<file path="src/rtl/adc16dv160_input_common_pkg.sv">
// Shared definitions for the ADC16DV160 input capture path: capture FSM states,
// ramp step and CR/SR bit positions used by the AXI-Lite register block.
package adc16dv160_input_common;

    typedef enum logic [1:0] {
        CAP_IDLE    = 2'd0,
        CAP_CAPTURE = 2'd1,
        CAP_DRAIN   = 2'd2
    } cap_state_e;

    localparam int RAMP_STEP = 2;

    localparam int _CR_TEST = 1;
    localparam int _SR_PC   = 0;
    localparam int _SR_OVF  = 1;

endpackage

</file>
<file path="src/rtl/adc16dv160_input_capture_ctrl_test_gen.sv">
// Ramp test pattern source: word = {ramp+1, ramp}, ramp steps by RAMP_STEP per
// advance and is forced to zero by load_zero_i.
module adc16dv160_input_test_gen
    import adc16dv160_input_common::*;
#(
    parameter int DATA_W = 32
) (
    input  logic              clk_i,
    input  logic              rst_n_i,
    input  logic              load_zero_i,
    input  logic              advance_i,
    output logic [DATA_W-1:0] word_o
);

    logic [15:0] ramp_q, ramp_d;
    logic [31:0] pair;

    always_comb begin
        ramp_d = ramp_q;
        if (load_zero_i) begin
            ramp_d = '0;
        end else if (advance_i) begin
            ramp_d = ramp_q + 16'(RAMP_STEP);
        end
    end

    always_ff @(posedge clk_i) begin
        if (!rst_n_i) begin
            ramp_q <= '0;
        end else begin
            ramp_q <= ramp_d;
        end
    end

    // Channel B carries the odd value so both channels are distinguishable.
    assign pair   = {ramp_q + 16'd1, ramp_q};
    assign word_o = DATA_W'(pair);

endmodule

</file>
<file path="src/rtl/adc16dv160_input_capture_ctrl.sv">
// ADC16DV160 capture sequencer: forwards dsize sample words to an AXI4-Stream
// master with TLAST on the final word. ADC16DV160_CAPTURE_OVF_CNT_EN adds ovf_cnt.
module adc16dv160_input_capture_ctrl
    import adc16dv160_input_common::*;
#(
    parameter int DATA_W = 32,
    parameter int CNT_W  = 32
) (
    input  logic              ACLK,
    input  logic              ARESETN,
    input  logic              start,
    input  logic              abort,
    input  logic [CNT_W-1:0]  dsize,
    input  logic              cr_test,
    input  logic [DATA_W-1:0] adc_data,
    input  logic              adc_valid,
    output logic [DATA_W-1:0] M_AXIS_TDATA,
    output logic              M_AXIS_TVALID,
    input  logic              M_AXIS_TREADY,
    output logic              M_AXIS_TLAST,
    output logic              busy,
    output logic              sr_pc,
    output logic              ovf
`ifdef ADC16DV160_CAPTURE_OVF_CNT_EN
    ,
    output logic [15:0]       ovf_cnt
`endif
);

    cap_state_e        state_q, state_d;
    logic [CNT_W-1:0]  remaining_q, remaining_d;
    logic              test_q, test_d;
    logic              abort_pend_q, abort_pend_d;
    logic [DATA_W-1:0] tdata_q, tdata_d;
    logic              tvalid_q, tvalid_d;
    logic              tlast_q, tlast_d;
    logic              busy_q, busy_d;
    logic              sr_pc_q, sr_pc_d;
    logic              ovf_q, ovf_d;
`ifdef ADC16DV160_CAPTURE_OVF_CNT_EN
    logic [15:0]       ovf_cnt_q, ovf_cnt_d;
`endif

    logic [DATA_W-1:0] ramp_word, sample;
    logic in_cap, hs, room, accept, drop, tag_held, start_ok, last_sample;

    assign in_cap      = (state_q == CAP_CAPTURE);
    assign hs          = tvalid_q & M_AXIS_TREADY;
    assign room        = !tvalid_q | M_AXIS_TREADY;
    assign accept      = in_cap & adc_valid & room;
    assign drop        = in_cap & adc_valid & !room;
    // A stalled word is the last one we will ever send, so abort tags it directly.
    assign tag_held    = in_cap & abort & tvalid_q & !M_AXIS_TREADY;
    assign start_ok    = (state_q == CAP_IDLE) & start;
    assign last_sample = (remaining_q == CNT_W'(1)) | abort | abort_pend_q;
    assign sample      = test_q ? ramp_word : adc_data;

    adc16dv160_input_test_gen #(
        .DATA_W (DATA_W)
    ) u_test_gen (
        .clk_i       (ACLK),
        .rst_n_i     (ARESETN),
        .load_zero_i (start_ok),
        .advance_i   (accept & test_q),
        .word_o      (ramp_word)
    );

    always_comb begin
        state_d      = state_q;
        remaining_d  = remaining_q;
        test_d       = test_q;
        abort_pend_d = abort_pend_q;
        tdata_d      = tdata_q;
        tvalid_d     = tvalid_q;
        tlast_d      = tlast_q;
        busy_d       = busy_q;
        sr_pc_d      = sr_pc_q;
        ovf_d        = ovf_q;
`ifdef ADC16DV160_CAPTURE_OVF_CNT_EN
        ovf_cnt_d    = ovf_cnt_q;
`endif

        if (accept) begin
            tdata_d  = sample;
            tvalid_d = 1'b1;
            tlast_d  = last_sample;
        end else if (hs) begin
            tvalid_d = 1'b0;
            tlast_d  = 1'b0;
        end

        case (state_q)
            CAP_IDLE: begin
                if (start) begin
                    sr_pc_d = (dsize == '0);
                    ovf_d   = 1'b0;
`ifdef ADC16DV160_CAPTURE_OVF_CNT_EN
                    ovf_cnt_d = '0;
`endif
                    if (dsize != '0) begin
                        state_d      = CAP_CAPTURE;
                        remaining_d  = dsize;
                        test_d       = cr_test;
                        abort_pend_d = 1'b0;
                        busy_d       = 1'b1;
                    end
                end
            end
            CAP_CAPTURE: begin
                if (drop) begin
                    ovf_d = 1'b1;
`ifdef ADC16DV160_CAPTURE_OVF_CNT_EN
                    if (ovf_cnt_q != 16'hFFFF) begin
                        ovf_cnt_d = ovf_cnt_q + 16'd1;
                    end
`endif
                end
                if (tag_held) begin
                    tlast_d = 1'b1;
                    state_d = CAP_DRAIN;
                end else if (accept) begin
                    remaining_d = remaining_q - CNT_W'(1);
                    if (last_sample) begin
                        state_d = CAP_DRAIN;
                    end
                end else if (abort) begin
                    abort_pend_d = 1'b1;
                end
            end
            CAP_DRAIN: begin
                if (hs & tlast_q) begin
                    state_d = CAP_IDLE;
                    busy_d  = 1'b0;
                    sr_pc_d = 1'b1;
                end
            end
            default: state_d = CAP_IDLE;
        endcase
    end

    always_ff @(posedge ACLK) begin
        if (!ARESETN) begin
            state_q      <= CAP_IDLE;
            remaining_q  <= '0;
            test_q       <= 1'b0;
            abort_pend_q <= 1'b0;
            tdata_q      <= '0;
            tvalid_q     <= 1'b0;
            tlast_q      <= 1'b0;
            busy_q       <= 1'b0;
            sr_pc_q      <= 1'b0;
            ovf_q        <= 1'b0;
`ifdef ADC16DV160_CAPTURE_OVF_CNT_EN
            ovf_cnt_q    <= '0;
`endif
        end else begin
            state_q      <= state_d;
            remaining_q  <= remaining_d;
            test_q       <= test_d;
            abort_pend_q <= abort_pend_d;
            tdata_q      <= tdata_d;
            tvalid_q     <= tvalid_d;
            tlast_q      <= tlast_d;
            busy_q       <= busy_d;
            sr_pc_q      <= sr_pc_d;
            ovf_q        <= ovf_d;
`ifdef ADC16DV160_CAPTURE_OVF_CNT_EN
            ovf_cnt_q    <= ovf_cnt_d;
`endif
        end
    end

    assign M_AXIS_TDATA  = tdata_q;
    assign M_AXIS_TVALID = tvalid_q;
    assign M_AXIS_TLAST  = tlast_q;
    assign busy          = busy_q;
    assign sr_pc         = sr_pc_q;
    assign ovf           = ovf_q;
`ifdef ADC16DV160_CAPTURE_OVF_CNT_EN
    assign ovf_cnt       = ovf_cnt_q;
`endif

endmodule

</file>
<file path="config.mk">
export PLATFORM = sky130hd
export DESIGN_NAME = adc16dv160_input_capture_ctrl
export DESIGN_NICKNAME = d
export VERILOG_FILES = /design/src/rtl/adc16dv160_input_common_pkg.sv /design/src/rtl/adc16dv160_input_capture_ctrl_test_gen.sv /design/src/rtl/adc16dv160_input_capture_ctrl.sv
export SDC_FILE = /design/constraint.sdc
export NUM_CORES = 1
export LEC_CHECK = 0
export CAP_MARGIN = 10
export CORE_MARGIN = 3
export CORE_UTILIZATION = 41
export CTS_CLUSTER_SIZE = 30
export DETAILED_ROUTE_END_ITERATION = 16
export PLACE_DENSITY = 0.67
export SYNTH_ARGS = -nofsm -noshare
export SYNTH_HDL_FRONTEND = slang
export SYNTH_HIERARCHICAL = 1
export SYNTH_SLANG_ARGS = --single-unit
</file>
<file path="constraint.sdc">
create_clock -name ACLK -period 3.3 [get_ports ACLK]
set_input_delay 0.66 -clock ACLK [delete_from_list [all_inputs] [get_ports ACLK]]
set_output_delay 0.66 -clock ACLK [all_outputs]
set_load 0.005 [all_outputs]
</file>
==> flow_metrics.env <==
export IMPL_pin_count=108
export IMPL_syn_to_final_growth_pct=26.4
export IMPL_cts_sinks=88
export IMPL_num_vias=4833
export IMPL_ant_nets=0
export IMPL_cts_tree="built"
export IMPL_ys_async_sr_fraction=0
export IMPL_clk_path_buf_depth=2
export IMPL_placed_area_mm2=0.00605
export IMPL_drive_gt1_frac=0.0788
export IMPL_ys_warnings_count=6
export IMPL_cts_root_buf="clkbuf_16"
export IMPL_endpoint_kind="register"
export IMPL_synth_nets=692
export IMPL_coreArea_mm2=0.0117
export IMPL_dpl_worst_slack_ps=308
export IMPL_place_congestion=0.867
export IMPL_comb_power_share=0.276
export IMPL_finalMaxSlewViolations=0
export IMPL_overflow=0
export IMPL_finalHoldViolCount=0
export IMPL_cts_resized=0
export IMPL_grt_pass1_vias=4357
export IMPL_maxCapViolations=0
export IMPL_clkTransAtPathRegs_ps=60
export IMPL_final_area_mm2=0.00635
export IMPL_ys_ff_latch=88
export IMPL_rr_startpoint="remaining_q[0]"
export IMPL_first_iter_violations=384
export IMPL_required_ps=3540
export IMPL_die_x_um=117
export IMPL_clockPowerShare=0.337
export IMPL_initial_core_util=0.429
export IMPL_ctsHoldBuffers=0
export IMPL_worstSetupPathType="in -> reg"
export IMPL_htreeDepth=3
export IMPL_period_share=0.819
export IMPL_drt_total_wl_um=14300
export IMPL_min_from="abort_pend_q"
export IMPL_holdWs_ps=447
export IMPL_antennaDiodeCount=0
export IMPL_p_int_w=0.00213
export IMPL_layout_min_cycle_time_ps=2700
export IMPL_worst_setup_path_start_kind="input pin"
export IMPL_setup_tns_ps=0
export IMPL_die_area_mm2=0.0136
export IMPL_ir_drop_uv=229
export IMPL_p_seq_frac=0.388
export IMPL_syn_area_per_cell_um2=8.13
export IMPL_track_usage=0.205
export IMPL_nets=754
export IMPL_drc=0
export IMPL_synthFlopType="dfxtp_1"
export IMPL_numCtsBuffers=9
export IMPL_synth_cells=618
export IMPL_crit_fanout=62
export IMPL_timing_fmax_mhz=370
export IMPL_dp_hpwl_um=10200
export IMPL_synth_seq_area_share=0.350
export IMPL_critPathArrivalTime_ps=2950
export IMPL_final_util=0.543
export IMPL_worst_slew_pin_transition_ps=1080
export IMPL_grt_max_degree=66
export IMPL_post_cts_buffers=0
export IMPL_rows=39
export IMPL_clkLatencyLatePin_ps=340
export IMPL_slew_headroom=0.278
export IMPL_leakage_nw=2.20
export IMPL_io_buffers=107
export IMPL_die_h_um=117
export IMPL_drt_wirelength_per_cell_um=17.2
export IMPL_cp_startpoint="dsize[4]"
export IMPL_worstHoldPathType="reg -> reg"
export IMPL_grt_pass1_wl_um=22300
export IMPL_synth_cell_types=63
export IMPL_rsz0062_at_grt="false"
export IMPL_setup_viol=0
export IMPL_fin_worst_skew_ps=9.06
export IMPL_routed_via_density=5.84
export IMPL_status="complete, no violations"
export IMPL_p_switching_w=0.000998
export IMPL_p_sw_frac=0.319
export IMPL_syn_cell_area_mm2=0.00503
export IMPL_synth_edf_count=0
export IMPL_layout_setup_ws_ps=596
export IMPL_power_per_cell_area_mw_per_mm2=492
export IMPL_drt_pass1_iter_count=5
export IMPL_antenna_found_initial=0
## placed cells by master (no fill, tap or decap), types with 10 or more instances in the layout
master and n:
clkdlybuf4s50_1 107, dfxtp_1 87, nor2_1 66, nand2_1 53
a21oi_1 49, mux2i_1 38, a211oi_1 33, o21ai_0 25
nor4_1 19, nand4_1 19, inv_1 11, nand2b_1 10
a21o_1 10
## final cells by class
| cell class | instances | area (um^2) |
|---|---|---|
| clock buffers | 10 | 239 |
| flip-flops and latches | 88 | 1760 |
| inverters | 12 | 45.0 |
| fillers | 1068 | 5360 |
| multi-input cells | 452 | 2900 |
| repair buffers | 117 | 1160 |
| well taps | 143 | 179 |
| clock inverters | 6 | 65.1 |
## cells by family after synthesis
logic type	synth area share
flip-flops	0.350
buffers and inverters	0.0764
AO/OA/AOI/OAI	0.226
adder cells (fa/ha/maj)	0.00747
AND/OR/NAND/NOR	0.255
XOR/XNOR	0.00697
other	0.00149
multiplexers	0.0757
## worst max-delay path: stages
cell	delay [ps]
clkdlybuf4s50_1	420
nor4_1	520
nand3_1	310
o311ai_4	330
buf_12	290
inv_1	120
a221oi_1	270
## per-layer routing
metal	vias to the layer above	GRT usage	routed length, um
li1	2406	-	-
met1	2272	0.278	6460
met5	-	0	0
met4	0	0.0749	256
met2	136	0.327	6830
met3	19	0.0352	734
## cells in the mapped netlist, drive strengths merged (4+ instances only)
cell	n	share of area
clkbuf	29	0.022
inv	12	0.0090
nor4	23	0.041
nand2b	11	0.014
o31a	4	0.0070
a21oi	49	0.049
dfxtp	88	0.35
o32ai	9	0.016
o31ai	8	0.012
nand2	53	0.040
a31oi	8	0.010
nor3	11	0.014
nand3	10	0.011
a211oi	33	0.049
or3	11	0.014
or4	10	0.016
nor2	68	0.051
a21o	10	0.015
mux2i	38	0.076
nor2b	5	0.0062
buf	37	0.046
o21ai	26	0.027
nand4	21	0.032
## flip-flops by register name, summed over array words and instances (netlist names)
| signal | count |
|---|---|
| M_AXIS_TDATA | 32 |
| test_q | 1 |
| M_AXIS_TLAST | 1 |
| abort_pend_q | 1 |
| remaining_q | 32 |
| M_AXIS_TVALID | 1 |
| sr_pc | 1 |
| u_test_gen/ramp_q | 15 |
| ovf | 1 |
| state_q | 2 |
| busy | 1 |
## stage by stage
stage / power [W] / instances
2_1_floorplan: 0.00179 / 618
6_report: 0.00313 / 828
3_3_place_gp: 0.00207 / 812
5_1_grt: 0.00328 / 828
3_5_place_dp: 0.00209 / 812
4_1_cts: 0.00314 / 828
## power groups by stage
stage / Combinational, W / Sequential [W] / Clock [W]
5_1_grt: 0.000942 / 0.00122 / 0.00112
3_5_place_dp: 0.000855 / 0.00124 / 0
2_1_floorplan: 0.000565 / 0.00122 / 0
3_3_place_gp: 0.000842 / 0.00123 / 0
6_report: 0.000862 / 0.00121 / 0.00105
4_1_cts: 0.000858 / 0.00121 / 0.00107
## final timing paths
path                      to  cells past startpoint  slack, ps
max reg2reg  remaining_q[12]                      8        670
max           remaining_q[0]                      7        600
min reg2reg     abort_pend_q                      2        450
min             abort_pend_q                      2        450
(Power assumes the default switching activity.)
